--- config.mk ---
export PLATFORM = sky130hd
export DESIGN_NAME = nib_track_loader
export DESIGN_NICKNAME = d
export VERILOG_FILES = /design/src/rtl/nib_track_loader.sv
export SDC_FILE = /design/constraint.sdc
export NUM_CORES = 1
export LEC_CHECK = 0
export BUFFER_PORTS_ARGS = -buffer_cell sky130_fd_sc_hd__clkbuf_2
export CAP_MARGIN = 20
export CORE_ASPECT_RATIO = 0.5
export CORE_MARGIN = 4
export CORE_UTILIZATION = 42
export DETAILED_ROUTE_END_ITERATION = 8
export GPL_ROUTABILITY_DRIVEN = 0
export PLACE_DENSITY_LB_ADDON = 0.12
export SKIP_CTS_REPAIR_TIMING = 1
export SLEW_MARGIN = 20
export SYNTH_ARGS = -nofsm -noshare
export SYNTH_HDL_FRONTEND = slang
export SYNTH_SLANG_ARGS = --single-unit
--- constraint.sdc ---
create_clock -name clk_sys -period 5.4 [get_ports clk_sys]
set_input_delay 0.27 -clock clk_sys [delete_from_list [all_inputs] [get_ports clk_sys]]
set_output_delay 0.27 -clock clk_sys [all_outputs]
set_load 0.03 [all_outputs]
--- src/rtl/nib_track_loader.sv ---
// nib_track_loader: streams each drive's current NIB track between SD sectors and its track RAM slot,
// writing a dirty track back before the next track is loaded.
module nib_track_loader #(
    parameter int DRIVES   = 2,
    parameter int SECS     = 13,
    parameter int TRK_W    = 6,
    parameter bit WAIT_ALL = 0
) (
    input  logic                    clk_sys,
    input  logic                    reset_n,
    input  logic [DRIVES*TRK_W-1:0] track,
    input  logic [DRIVES-1:0]       img_mounted,
    input  logic [DRIVES-1:0]       img_present,
    input  logic [DRIVES-1:0]       dirty_set,
    output logic [31:0]             sd_lba,
    output logic [DRIVES-1:0]       sd_rd,
    output logic [DRIVES-1:0]       sd_wr,
    input  logic [DRIVES-1:0]       sd_ack,
    output logic [1:0]              buf_drive,
    output logic [3:0]              buf_sec,
    output logic                    cpu_wait,
    output logic                    busy
);
    typedef enum logic [1:0] {IDLE, FLUSH, SWITCH, LOAD} state_t;
    state_t state, state_n;
    logic [DRIVES-1:0] valid, dirty, mount_seen, mfall, need, sel, pick_oh;
    logic [TRK_W-1:0]  cur_trk [DRIVES];
    logic [TRK_W-1:0]  pick_cur, pick_trk, trk_bd;
    logic [1:0]        pick;
    logic ack_q, abt, ack_now, rise, fall, xfer, halt, req, end_x, found, pick_flush;
    logic load_done, flush_done;

    function automatic logic [31:0] lba_of(input logic [TRK_W-1:0] t);
        return 32'(SECS) * 32'(t);
    endfunction

    assign mfall = mount_seen & ~img_mounted;
    assign req   = |{sd_rd, sd_wr};

    always_comb begin
        sel = '0;
        need = '0;
        pick_oh = '0;
        pick = '0;
        found = 1'b0;
        pick_flush = 1'b0;
        pick_cur = '0;
        pick_trk = '0;
        trk_bd = '0;
        // descending scan so the lowest-index requesting drive wins
        for (int i = DRIVES - 1; i >= 0; i--) begin
            sel[i] = 2'(i) == buf_drive;
            need[i] = img_present[i] & (~valid[i] | (cur_trk[i] != track[i*TRK_W +: TRK_W]));
            if (sel[i]) trk_bd = track[i*TRK_W +: TRK_W];
            if (need[i]) begin
                found = 1'b1;
                pick_oh = '0;
                pick_oh[i] = 1'b1;
                pick = 2'(i);
                pick_flush = valid[i] & dirty[i];
                pick_cur = cur_trk[i];
                pick_trk = track[i*TRK_W +: TRK_W];
            end
        end
        ack_now = |(sd_ack & sel);
        rise = ack_now & ~ack_q;
        fall = ~ack_now & ack_q;
        xfer = (state == FLUSH) || (state == LOAD);
        halt = abt | (|(mfall & sel));
        // an aborted phase ends once no sector is in flight
        end_x = xfer & ((fall & (~req | halt)) | (halt & ~ack_now & ~ack_q));
        load_done = end_x & ~halt & (state == LOAD);
        flush_done = end_x & ~halt & (state == FLUSH);
        state_n = state;
        if (state == IDLE) state_n = found ? (pick_flush ? FLUSH : LOAD) : IDLE;
        else if (state == SWITCH) state_n = halt ? IDLE : LOAD;
        else if (end_x) state_n = (halt || state == LOAD) ? IDLE : SWITCH;
    end

    always_ff @(posedge clk_sys) begin
        if (!reset_n) begin
            state <= IDLE;
            sd_lba <= '0;
            sd_rd <= '0;
            sd_wr <= '0;
            buf_drive <= '0;
            buf_sec <= '0;
            cpu_wait <= 1'b0;
            busy <= 1'b0;
            valid <= '0;
            dirty <= '0;
            mount_seen <= '0;
            ack_q <= 1'b0;
            abt <= 1'b0;
            for (int i = 0; i < DRIVES; i++) cur_trk[i] <= '0;
        end else begin
            state <= state_n;
            ack_q <= ack_now;
            mount_seen <= img_mounted;
            valid <= (valid | (load_done ? sel : '0)) & ~mfall;
            dirty <= (dirty | (dirty_set & valid & ~((state != IDLE) ? sel : '0)))
                     & ~(flush_done ? sel : '0) & ~mfall;
            if (state == IDLE) begin
                abt <= 1'b0;
                if (found) begin
                    buf_drive <= pick;
                    buf_sec <= '0;
                    busy <= 1'b1;
                    cpu_wait <= 1'b1;
                    sd_lba <= lba_of(pick_flush ? pick_cur : pick_trk);
                    sd_wr <= pick_flush ? pick_oh : '0;
                    sd_rd <= pick_flush ? '0 : pick_oh;
                    for (int i = 0; i < DRIVES; i++)
                        if (pick_oh[i] && !pick_flush) cur_trk[i] <= pick_trk;
                end
            end else if (state == SWITCH) begin
                if (halt) begin
                    busy <= 1'b0;
                    cpu_wait <= 1'b0;
                end else begin
                    buf_sec <= '0;
                    sd_lba <= lba_of(trk_bd);
                    sd_rd <= sel;
                    for (int i = 0; i < DRIVES; i++)
                        if (sel[i]) cur_trk[i] <= trk_bd;
                end
            end else begin
                if (rise) sd_lba <= sd_lba + 32'd1;
                if ((rise && buf_sec == 4'(SECS - 1)) || halt) begin
                    sd_rd <= '0;
                    sd_wr <= '0;
                end
                if (halt) abt <= 1'b1;
                if (fall) buf_sec <= buf_sec + 4'd1;
                if (fall && !WAIT_ALL && state == LOAD && buf_sec == 4'd0) cpu_wait <= 1'b0;
                if (end_x && (halt || state == LOAD)) begin
                    busy <= 1'b0;
                    cpu_wait <= 1'b0;
                end
            end
        end
    end
endmodule

# Word-level counts from Yosys, hierarchy flattened

Memory sizes are Yosys's and may differ from the RTL's.
Cells that the tools add are included.

$add $sub $neg: 2
$mul: 2
Eq/ne operators: 11
Muxes and demuxes: 81
Bitwise operators: 44
Reductions and logical operators: 33

Operators with widths:

| operator                                          | number |
|---|---|
| two-way mux 32 bit                                | 5 |
| two-way mux 6 bit                                 | 11 |
| two-way mux 2 bit                                 | 23 |
| two-way mux 1 bit                                 | 37 |
| adder 32 x 1 -> 32 bit (second input constant)    | 1 |
| multiplier 4 x 6 -> 10 bit (first input constant) | 2 |
| two-way mux 4 bit                                 | 5 |
| AND reduction 3 bit                               | 6 |
| bitwise AND 2 bit                                 | 8 |
| nonzero test 3 bit                                | 5 |
| bitwise AND 1 bit                                 | 13 |
| inequality test 6 bit                             | 2 |
| bitwise OR 1 bit                                  | 9 |
| NOT 1 bit                                         | 8 |
| NOT 2 bit                                         | 4 |
| logical AND 1 bit                                 | 6 |
| inequality test 3 bit (second input constant)     | 2 |
| OR reduction 2 bit                                | 3 |
| adder 4 x 1 -> 4 bit (second input constant)      | 1 |
| equality test 2 bit (second input constant)       | 2 |
| equality test 4 bit (second input constant)       | 1 |
| logical NOT 2 bit                                 | 2 |
| logical NOT 4 bit                                 | 1 |
| inequality test 2 bit (second input constant)     | 2 |
| other kinds (9)                                   | 14 |

Register bits after elaboration: 54
Memory bits (writable): 12
Output and inout bits: 44
Logic and storage cells: 187
Memories kept: 1

Memory list:

| memory  | words | bits a word | read ports | clocked after Yosys merged registers in | write ports | RTL line | text |
|---|---|---|---|---|---|---|---|
| cur_trk | 2     | 6           | 2          | 0                                       | 2           | 27       | `logic [TRK_W-1:0] cur_trk [DRIVES];` |

# Depth between registers and ports, before layout

Gate-level depths: netlist (run 1).

Word-level depth: 15
Depth in mapped cells: 19

# Worst setup path before layout (run 1)

No wires, ideal clock.

Kind: flip-flop to flip-flop
Start: mem cur_trk[0][1]
End: reg sd_lba[9]
Setup time: 116 ps
Data arrival time: 4363 ps
Required time: 5284 ps
Setup slack: 921 ps
Stages on the path, launching flop included: 17
Buffers on the path: 0
Clock period less this slack: 4479 ps
Path through: edfxtp_1 -> xnor2_1 -> nand4_1 -> o41ai_4 -> mux2i_4 -> mux2i_1 -> inv_1 -> ha_1 -> fa_1 -> fa_1 -> a21o_1 -> a21oi_1 -> o21bai_1 -> a21oi_1 -> xor2_1 -> mux2i_1 -> a41o_1

RTL lines:

| element                | RTL line | text |
|---|---|---|
| start: declaration     | 27       |  |
| end signal: assignment | 110      | `sd_lba <= lba_of(pick_flush ? pick_cur : pick_trk);` |
| end signal: assignment | 122      | `sd_lba <= lba_of(trk_bd);` |
| end signal: assignment | 128      | `if (rise) sd_lba <= sd_lba + 32'd1;` |
| end: declaration       | 15       | `output logic [31:0] sd_lba,` |

==> results of run 1 <==
## cells in the final DEF, fill, tap and decap left out, types with 5 or more instances in the layout
master,instances
clkbuf_2,64
dfxtp_1,53
nor2_1,49
nand2_1,35
ha_1,34
a21oi_1,33
inv_1,33
xnor2_1,26
o21ai_0,19
nand3_1,17
xor2_1,16
nor3_1,14
nand4_1,14
mux2i_1,13
edfxtp_1,12
clkbuf_16,10
and2_1,9
and3_1,9
a22o_1,9
o211ai_1,7
or3_1,7
fa_1,6
mux2_2,5
a211oi_1,5
buf_4,5
## state kept, by name, summed over array words and instances (netlist names)
| name | count |
|---|---|
| mount_seen | 2 |
| sd_wr | 2 |
| busy | 1 |
| ack_q | 1 |
| dirty | 2 |
| abt | 1 |
| state | 2 |
| sd_rd | 2 |
| valid | 2 |
| cpu_wait | 1 |
| cur_trk | 12 |
| buf_drive | 1 |
| sd_lba | 32 |
| buf_sec | 4 |
## worst paths after layout
| kind | end | start |
|---|---|---|
| worst max-delay path | sd_lba[9] | cur_trk[0][0] |
| worst min-delay path | mount_seen[1] | img_mounted[1] |
| worst max register to register | sd_lba[9] | cur_trk[0][0] |
| worst min register to register | busy | busy |
## worst max-delay path: cells and delay by family, from the launching register on
family | cells | cell delay (ns)
buf+inv | 1 | 0.09
compound gates | 6 | 1.29
mux | 3 | 1.07
fa+ha+maj | 3 | 1.31
xor+xnor | 2 | 0.38
flops | 1 | 0.39
simple gates | 1 | 0.22
## cells by family (layout without fill, tap and decap cells)
group / Yosys count / after routing / synth area share, %
AOI/OAI and AO/OA: 123 / 123 / 19.6
xor gates and xnor gates: 42 / 42 / 8.14
adders and majority gates: 40 / 40 / 12.1
buffers and inverters: 54 / 120 / 4.85
DFF: 65 / 65 / 31.5
muxes: 22 / 22 / 6.12
other: 1 / 1 / 0.0830
and+or+nand+nor: 165 / 165 / 17.7
## layout make-up
cell class / instances / area share [%]
inverter: 35 / 2.49
timing repair buffer: 69 / 6.79
sequential: 65 / 27.0
tap: 140 / 3.32
multi-input combinational: 393 / 54.6
clock inverter: 4 / 0.617
clock buffer: 12 / 5.27
## power by group
group	leakage [nW]	switching (mW)	internal [mW]
Clock	0.147	0.227	0.366
Sequential	0.559	0.0380	0.531
Combinational	1.50	0.291	0.183
## per-stage QoR
stage | area [µm²] | total power [mW] | instances | utilization, % | hold WS (ns)
floorplan | 4520 | 0.926 | 512 | - | 0.392
global placement | 4960 | 1.05 | 702 | 48.0 | 0.449
detailed placement | 4960 | 1.05 | 702 | 48.0 | 0.449
CTS | 5270 | 1.65 | 718 | 51.0 | 0.155
global route | 5270 | 1.74 | 718 | 51.0 | 0.157
finish | 5270 | 1.64 | 718 | 51.0 | 0.168
## layer usage
| metal | vias up | GRT usage (%) | share of wire, % |
|---|---|---|---|
| met2 | 119 | 28.6 | 42 |
| met1 | 1834 | 27.4 | 51 |
| li1 | 1982 | - | - |
| met4 | 0 | 4.14 | 0.71 |
| met5 | - | 0 | 0 |
| met3 | 7 | 5.00 | 6.7 |
==> impl_metrics.tcl, run 1 <==
set metrics [dict create \
    status "completed" \
    grt_max_degree 28 \
    nFillCells 1006 \
    synthMostInstantiatedCell "dfxtp_1" \
    grt_pass1_vias 3610 \
    required_ns 5.62 \
    path_cells "xnor2_1 > nand4_1 > o41ai_4 > mux2i_4 > mux2i_1 > inv_1 > ha_1 > fa_1 > fa_1 > a21o_1 > a21oi_1 > o21bai_1 > a21oi_1 > xor2_1 > mux2i_1 > a41o_1" \
    ios 66 \
    grt_use_total_pct 19.0 \
    nets 635 \
    yosys.area.top_type_share_pct 23.5 \
    cts_buffer_depth 2 \
    die_y_um 81.3 \
    netlist_area_um2 4520 \
    area_growth_pct 16.7 \
    core.rowCount 26 \
    path_class "reg -> reg" \
    start_util_pct 43.7 \
    slowest_delay_ns 0.52 \
    slew_headroom_pct 44.5 \
    ant_nets 0 \
    synth.distinct_cells 67 \
    r2r_cells 16 \
    insertion_delay_ns 0.33 \
    place_ws_ns 0.590 \
    rrSetupSlack_ns 0.54 \
    p_per_area_nw_per_um2 310 \
    viasPerCell 5.49 \
    skew_ns 0.00703 \
    worstSetupEndpointType "flip-flop" \
    h-tree-depth 3 \
    slew_violations 0 \
    worstMarginPinSlew_ns 0.829 \
    fmax_ghz 0.206 \
    cp.arrival_ns 5.08 \
    synth-seq-cells 65 \
    worstPathMaxFanout 10 \
    cts_root_buffer "clkbuf_16" \
    grt-ovfl-total 0 \
    antennaDiodeCount 0 \
    multi_input_area_um2 2880 \
    cts_tree "yes" \
    first_iter_violations 306 \
    wl_um 11600 \
    setup_viol 0 \
    synth_cells 512 \
    dieArea_um2 12600 \
    synth_fp_nets 574 \
    chipWidth_um 155 \
    yosysWarnings 0 \
    synthFlopType "dfxtp_1" \
    crit_path_top_delay_cell "mux2i_4" \
    finalCritPeriodShare_pct 89.9 \
    antenna_found_initial 0 \
    maxCapViolations 0 \
    seq_area_um2 1420 \
    vias 3942 \
    post-route-drc-count 0 \
    crit_path_start_kind "flip-flop" \
    hold_violations 0 \
    min_path_type "in -> reg" \
    final_layout_size_suffix_gt1_share_pct 18.3 \
    setup_slack_ns 0.544 \
    hpwl_um 8910 \
    avgSynthCellArea_um2 8.82 \
    io_buffers 64 \
    leakagePower_nw 2.20 \
    synthArstFlopShare_pct 0 \
    grt_pass1_wl_um 18800 \
    synth_top_area_cell "dfxtp_1" \
    wl_per_cell_um 16.2 \
    path_clk_slew_ns 0.05 \
    ys_seq_area_share_pct 31.5 \
    hold_depth 2 \
    cts.sinks 65 \
    cts_buffers 9 \
    synth-edff-count 12 \
    drtPass1Iterations 5 \
    synth_area_leaders "dfxtp_1 23%, ha_1 9.4%, edfxtp_1 8.0%, xnor2_1 5.0%, nor2_1 4.1%" \
    peakVddDrop_mv 0.131 \
    setup_tns_ns 0 \
    period_minus_slack_ns 4.86 \
    core_area_um2 10300 \
    rsz0062_at_grt "no" \
    synth_common_cells "53 x dfxtp_1, 49 x nor2_1, 35 x nand2_1, 34 x ha_1" \
]
No activity file was read; power rests on OpenSTA's default activity.
==> run 2, diff against run 1 <==
Settings changed: RECOVER_POWER set to 25.
==> run 2 against run 1 <==
Sequential power about the same. Clock skew shrank 0.00078 ns. Clock power is essentially flat. Die area unchanged. Cell area decreased by 0.69%. Fmax down 0.17%. Combinational power hardly changed. Register-to-register slack about the same. First-iteration DRC count increased by 10%.
==> impl_metrics.tcl, run 2 (synthesis gave the netlist of run 1 again) <==
set metrics [dict create \
    antennaDiodeCount 0 \
    stdcell_count 718 \
    min_path_type "in -> reg" \
    crit_end "sd_lba[9]" \
    power_mw 1.63 \
    viasPerCell 5.47 \
    first_iter_violations 338 \
    die_y_um 81.3 \
    cts.sinks 65 \
    r2r_cells 16 \
    final_core_util_pct 50.6 \
    area_growth_pct 15.9 \
    antenna_found_initial 0 \
    io_buffers 64 \
    path_class "reg -> reg" \
    wl_um 11600 \
    post-route-drc-count 0 \
    grt_use_total_pct 19.0 \
    slew_headroom_pct 38.7 \
    hold_violations 0 \
    nets 635 \
    ant_nets 0 \
    worstSetupEndpointType "flip-flop" \
    startpoint "cur_trk[0][0]" \
    leakagePower_nw 2.11 \
    path_clk_slew_ns 0.06 \
    wl_per_cell_um 16.2 \
    core.rowCount 26 \
    cts_buffer_depth 2 \
    layout_common_cells "53 x dfxtp_1, 49 x nor2_1, 35 x nand2_1, 35 x clkbuf_2, 34 x ha_1" \
    maxCapViolations 0 \
    cts_buffers 9 \
    final_layout_size_suffix_gt1_share_pct 13.3 \
    start_util_pct 43.7 \
    largestRegisters "sd_lba x32, cur_trk x12, buf_sec x4" \
    grt_max_degree 28 \
    skew_ns 0.00624 \
    cts_tree "yes" \
    worstPathMaxFanout 10 \
    drtPass1Iterations 5 \
    chipWidth_um 155 \
    grt_pass1_vias 3610 \
    r2r-start "cur_trk[0][0]" \
    grt_pass1_wl_um 18800 \
    p_per_area_nw_per_um2 312 \
    crit_path_start_kind "flip-flop" \
    hpwl_um 8910 \
    timing.rr.end "sd_lba[9]" \
    grt-ovfl-total 0 \
    status "completed" \
    slew_violations 0 \
    core_area_um2 10300 \
    cp.arrival_ns 5.08 \
    setup_tns_ns 0 \
    period_minus_slack_ns 4.86 \
    vias 3928 \
    hold_slack_ns 0.166 \
    ios 66 \
    insertion_delay_ns 0.33 \
    final_common_cell "dfxtp_1" \
    peakVddDrop_mv 0.131 \
    rsz0062_at_grt "no" \
    rrSetupSlack_ns 0.54 \
    dieArea_um2 12600 \
    cts_root_buffer "clkbuf_16" \
    setup_viol 0 \
    regMostFlops "sd_lba" \
    worstMarginPinSlew_ns 0.919 \
    required_ns 5.62 \
    h-tree-depth 3 \
    finalCritPeriodShare_pct 90.1 \
    fmax_ghz 0.206 \
    dp.cells 702 \
    largest_reg_flops 32 \
]
[run 2: layout make-up]
cell class | count | area [µm²]
clock buffers | 12 | 278
clock inverters | 4 | 32.5
fillers | 1019 | 5110
inverters | 35 | 131
multi-input cells | 393 | 2880
flip-flops and latches | 65 | 1420
well taps | 140 | 175
repair buffers | 69 | 322
[run 2: worst min path at each step]
stage | cells past startpoint | from | to
6_report | 2 | img_mounted[1] | mount_seen[1]
5_1_grt | 2 | img_mounted[1] | mount_seen[1]
4_1_cts | 2 | img_mounted[1] | mount_seen[1]
3_5_place_dp | 2 | busy | busy
3_3_place_gp | 2 | busy | busy
2_1_floorplan | 1 | img_mounted[0] | mount_seen[0]
[run 2: stage by stage]
step	setup slack (ns)	instance area (µm²)
floorplan	0.921	4520
global placement	0.655	4960
detailed placement	0.590	4960
CTS	0.553	5270
global route	0.289	5240
finish	0.536	5240
[run 2: critical path, stage by stage, from the launching register on]
cell and delay, ns:
edfxtp_1 0.39, xnor2_1 0.22, nand4_1 0.22, o41ai_4 0.39, mux2i_4 0.53, mux2i_1 0.46
inv_1 0.09, ha_1 0.33, fa_1 0.51, fa_1 0.47, a21o_1 0.19, a21oi_1 0.21
o21bai_1 0.09, a21oi_1 0.17, xor2_1 0.16, mux2i_1 0.09, a41o_1 0.24
[run 2: power breakdown]
part / internal, mW / switching [mW]
Sequential: 0.531 / 0.0379
Combinational: 0.180 / 0.290
Clock: 0.366 / 0.226
[run 2: per-layer routing]
| layer | routed length [µm] | global-route usage [%] | up-vias |
|---|---|---|---|
| met2 | 4840 | 28.6 | 101 |
| met1 | 6000 | 27.4 | 1838 |
| met4 | 82 | 4.14 | 0 |
| li1 | - | - | 1982 |
| met5 | 0 | 0 | - |
| met3 | 702 | 5.00 | 7 |
==> run 3, diff against run 2 <==
Settings changed: CORE_MARGIN 4 to 1.5, CORE_UTILIZATION 42 to 34.
==> run 3 against run 2 <==
Via count down 0.31%. Largest cell class unchanged. Cell count is 4.2% higher. Critical path depth did not move. Global-route usage shrank 0.81 points. Sequential share of layout area is 0.25 points lower. Clock power grew 6.6%. Combinational power rose by 0.8%. Clock-buffer cell count is 2 lower. Cell area is 0.93% higher. Register-to-register slack lost 0.07 ns. Worst hold slack got worse by 0.011 ns. Critical endpoint unchanged.
==> impl_metrics.tcl, run 3 (synthesis gave the netlist of run 1 again) <==
set metrics [dict create \
    layout_common_cells "53 x dfxtp_1, 49 x nor2_1, 35 x nand2_1, 35 x clkbuf_2, 34 x ha_1" \
    wl_um 12200 \
    largestRegisters "sd_lba x32, cur_trk x12, buf_sec x4" \
    grt_max_degree 28 \
    path_clk_slew_ns 0.06 \
    peakVddDrop_mv 0.120 \
    cts_buffers 9 \
    vias 3916 \
    grt_pass1_vias 3668 \
    rsz0062_at_grt "no" \
    maxCapViolations 0 \
    post-route-drc-count 0 \
    cts_tree "yes" \
    final_layout_size_suffix_gt1_share_pct 13.3 \
    worstSetupEndpointType "flip-flop" \
    setup_viol 0 \
    largest_reg_flops 32 \
    min_path_type "in -> reg" \
    final_common_cell "dfxtp_1" \
    fmax_ghz 0.203 \
    period_minus_slack_ns 4.93 \
    status "completed" \
    setup_tns_ns 0 \
    required_ns 5.62 \
    chipWidth_um 166 \
    finalCritPeriodShare_pct 91.4 \
    wl_per_cell_um 16.3 \
    start_util_pct 35.3 \
    nets 635 \
    crit_path_start_kind "flip-flop" \
    insertion_delay_ns 0.34 \
    area_growth_pct 17.0 \
    slew_headroom_pct 36.0 \
    viasPerCell 5.24 \
    slew_violations 0 \
    cp.arrival_ns 5.16 \
    worstMarginPinSlew_ns 0.960 \
    grt-ovfl-total 0 \
    dieArea_um2 14000 \
    io_buffers 64 \
    nFillCells 1318 \
    first_iter_violations 315 \
    drtPass1Iterations 4 \
    core_area_um2 12800 \
    core.rowCount 29 \
    path_cells "xnor2_1 > nand4_1 > o41ai_4 > mux2i_4 > mux2i_1 > inv_1 > ha_1 > fa_1 > fa_1 > a21o_1 > a21oi_1 > o21bai_1 > a21oi_1 > xor2_1 > mux2i_1 > a41o_1" \
    slowest_delay_ns 0.54 \
    grt_pass1_wl_um 19900 \
    ant_nets 0 \
    antenna_found_initial 0 \
    skew_ns 0.0130 \
    h-tree-depth 3 \
    grt_use_total_pct 18.2 \
    p_per_area_nw_per_um2 317 \
    crit_path_top_delay_cell "mux2i_4" \
    hpwl_um 9200 \
    path_class "reg -> reg" \
    leakagePower_nw 2.11 \
    regMostFlops "sd_lba" \
    cts.sinks 65 \
    antennaDiodeCount 0 \
    dp.cells 732 \
    worstPathMaxFanout 10 \
    die_y_um 84.5 \
    cts_root_buffer "clkbuf_16" \
    cts_buffer_depth 2 \
    ios 66 \
    stdcell_count 748 \
    hold_violations 0 \
]
==> run 3: report_power, final <==
| group | internal (mW) | total [mW] | switching [mW] |
|---|---|---|---|
| sequential | 0.531 | 0.569 | 0.0382 |
| clock | 0.390 | 0.631 | 0.242 |
| combinational | 0.181 | 0.475 | 0.293 |
| total | 1.10 | 1.67 | 0.573 |
==> run 3: path summary, 6_finish.rpt <==
kind / start / end / depth (start not counted) / slack [ns]
max: cur_trk[0][0] / sd_lba[9] / 16 / 0.47
min reg2reg: busy / busy / 2 / 0.46
max reg2reg: cur_trk[0][0] / sd_lba[9] / 16 / 0.47
min: img_mounted[1] / mount_seen[1] / 2 / 0.15
==> run 3: worst max-delay path: cells and delay by family, from the launching register on <==
kind | cells | cell delay [ns]
xor+xnor | 2 | 0.37
fa+ha+maj | 3 | 1.32
buf+inv | 1 | 0.09
simple gates | 1 | 0.21
flops | 1 | 0.39
mux | 3 | 1.14
compound gates | 6 | 1.30
==> run 3: layout make-up <==
cell class / count / area [µm²] / share of cell area (%)
clock buffers: 10 / 250 / 4.73
clock inverters: 6 / 71.3 / 1.35
inverters: 35 / 131 / 2.49
multi-input cells: 393 / 2880 / 54.4
flip-flops and latches: 65 / 1420 / 26.9
well taps: 170 / 213 / 4.02
repair buffers: 69 / 322 / 6.08
==> run 3: through the flow <==
stage	total power [mW]	hold WS, ns	utilization, %	worst slack (ns)	area (µm²)
detailed placement	1.06	0.450	39.0	0.487	5000
global placement	1.06	0.447	39.0	0.615	5000
global route	1.78	0.157	41.3	0.0501	5290
CTS	1.70	0.143	41.5	0.452	5320
floorplan	0.926	0.392	-	0.921	4520
finish	1.67	0.155	41.3	0.466	5290
==> run 3: layer usage <==
layer | vias up | wire length [µm] | global-route usage, %
li1 | 1976 | - | -
met1 | 1857 | 6320 | 26.9
met2 | 81 | 5160 | 26.3
met3 | 2 | 702 | 4.38
met4 | 0 | 36 | 4.59
met5 | - | 0 | 0
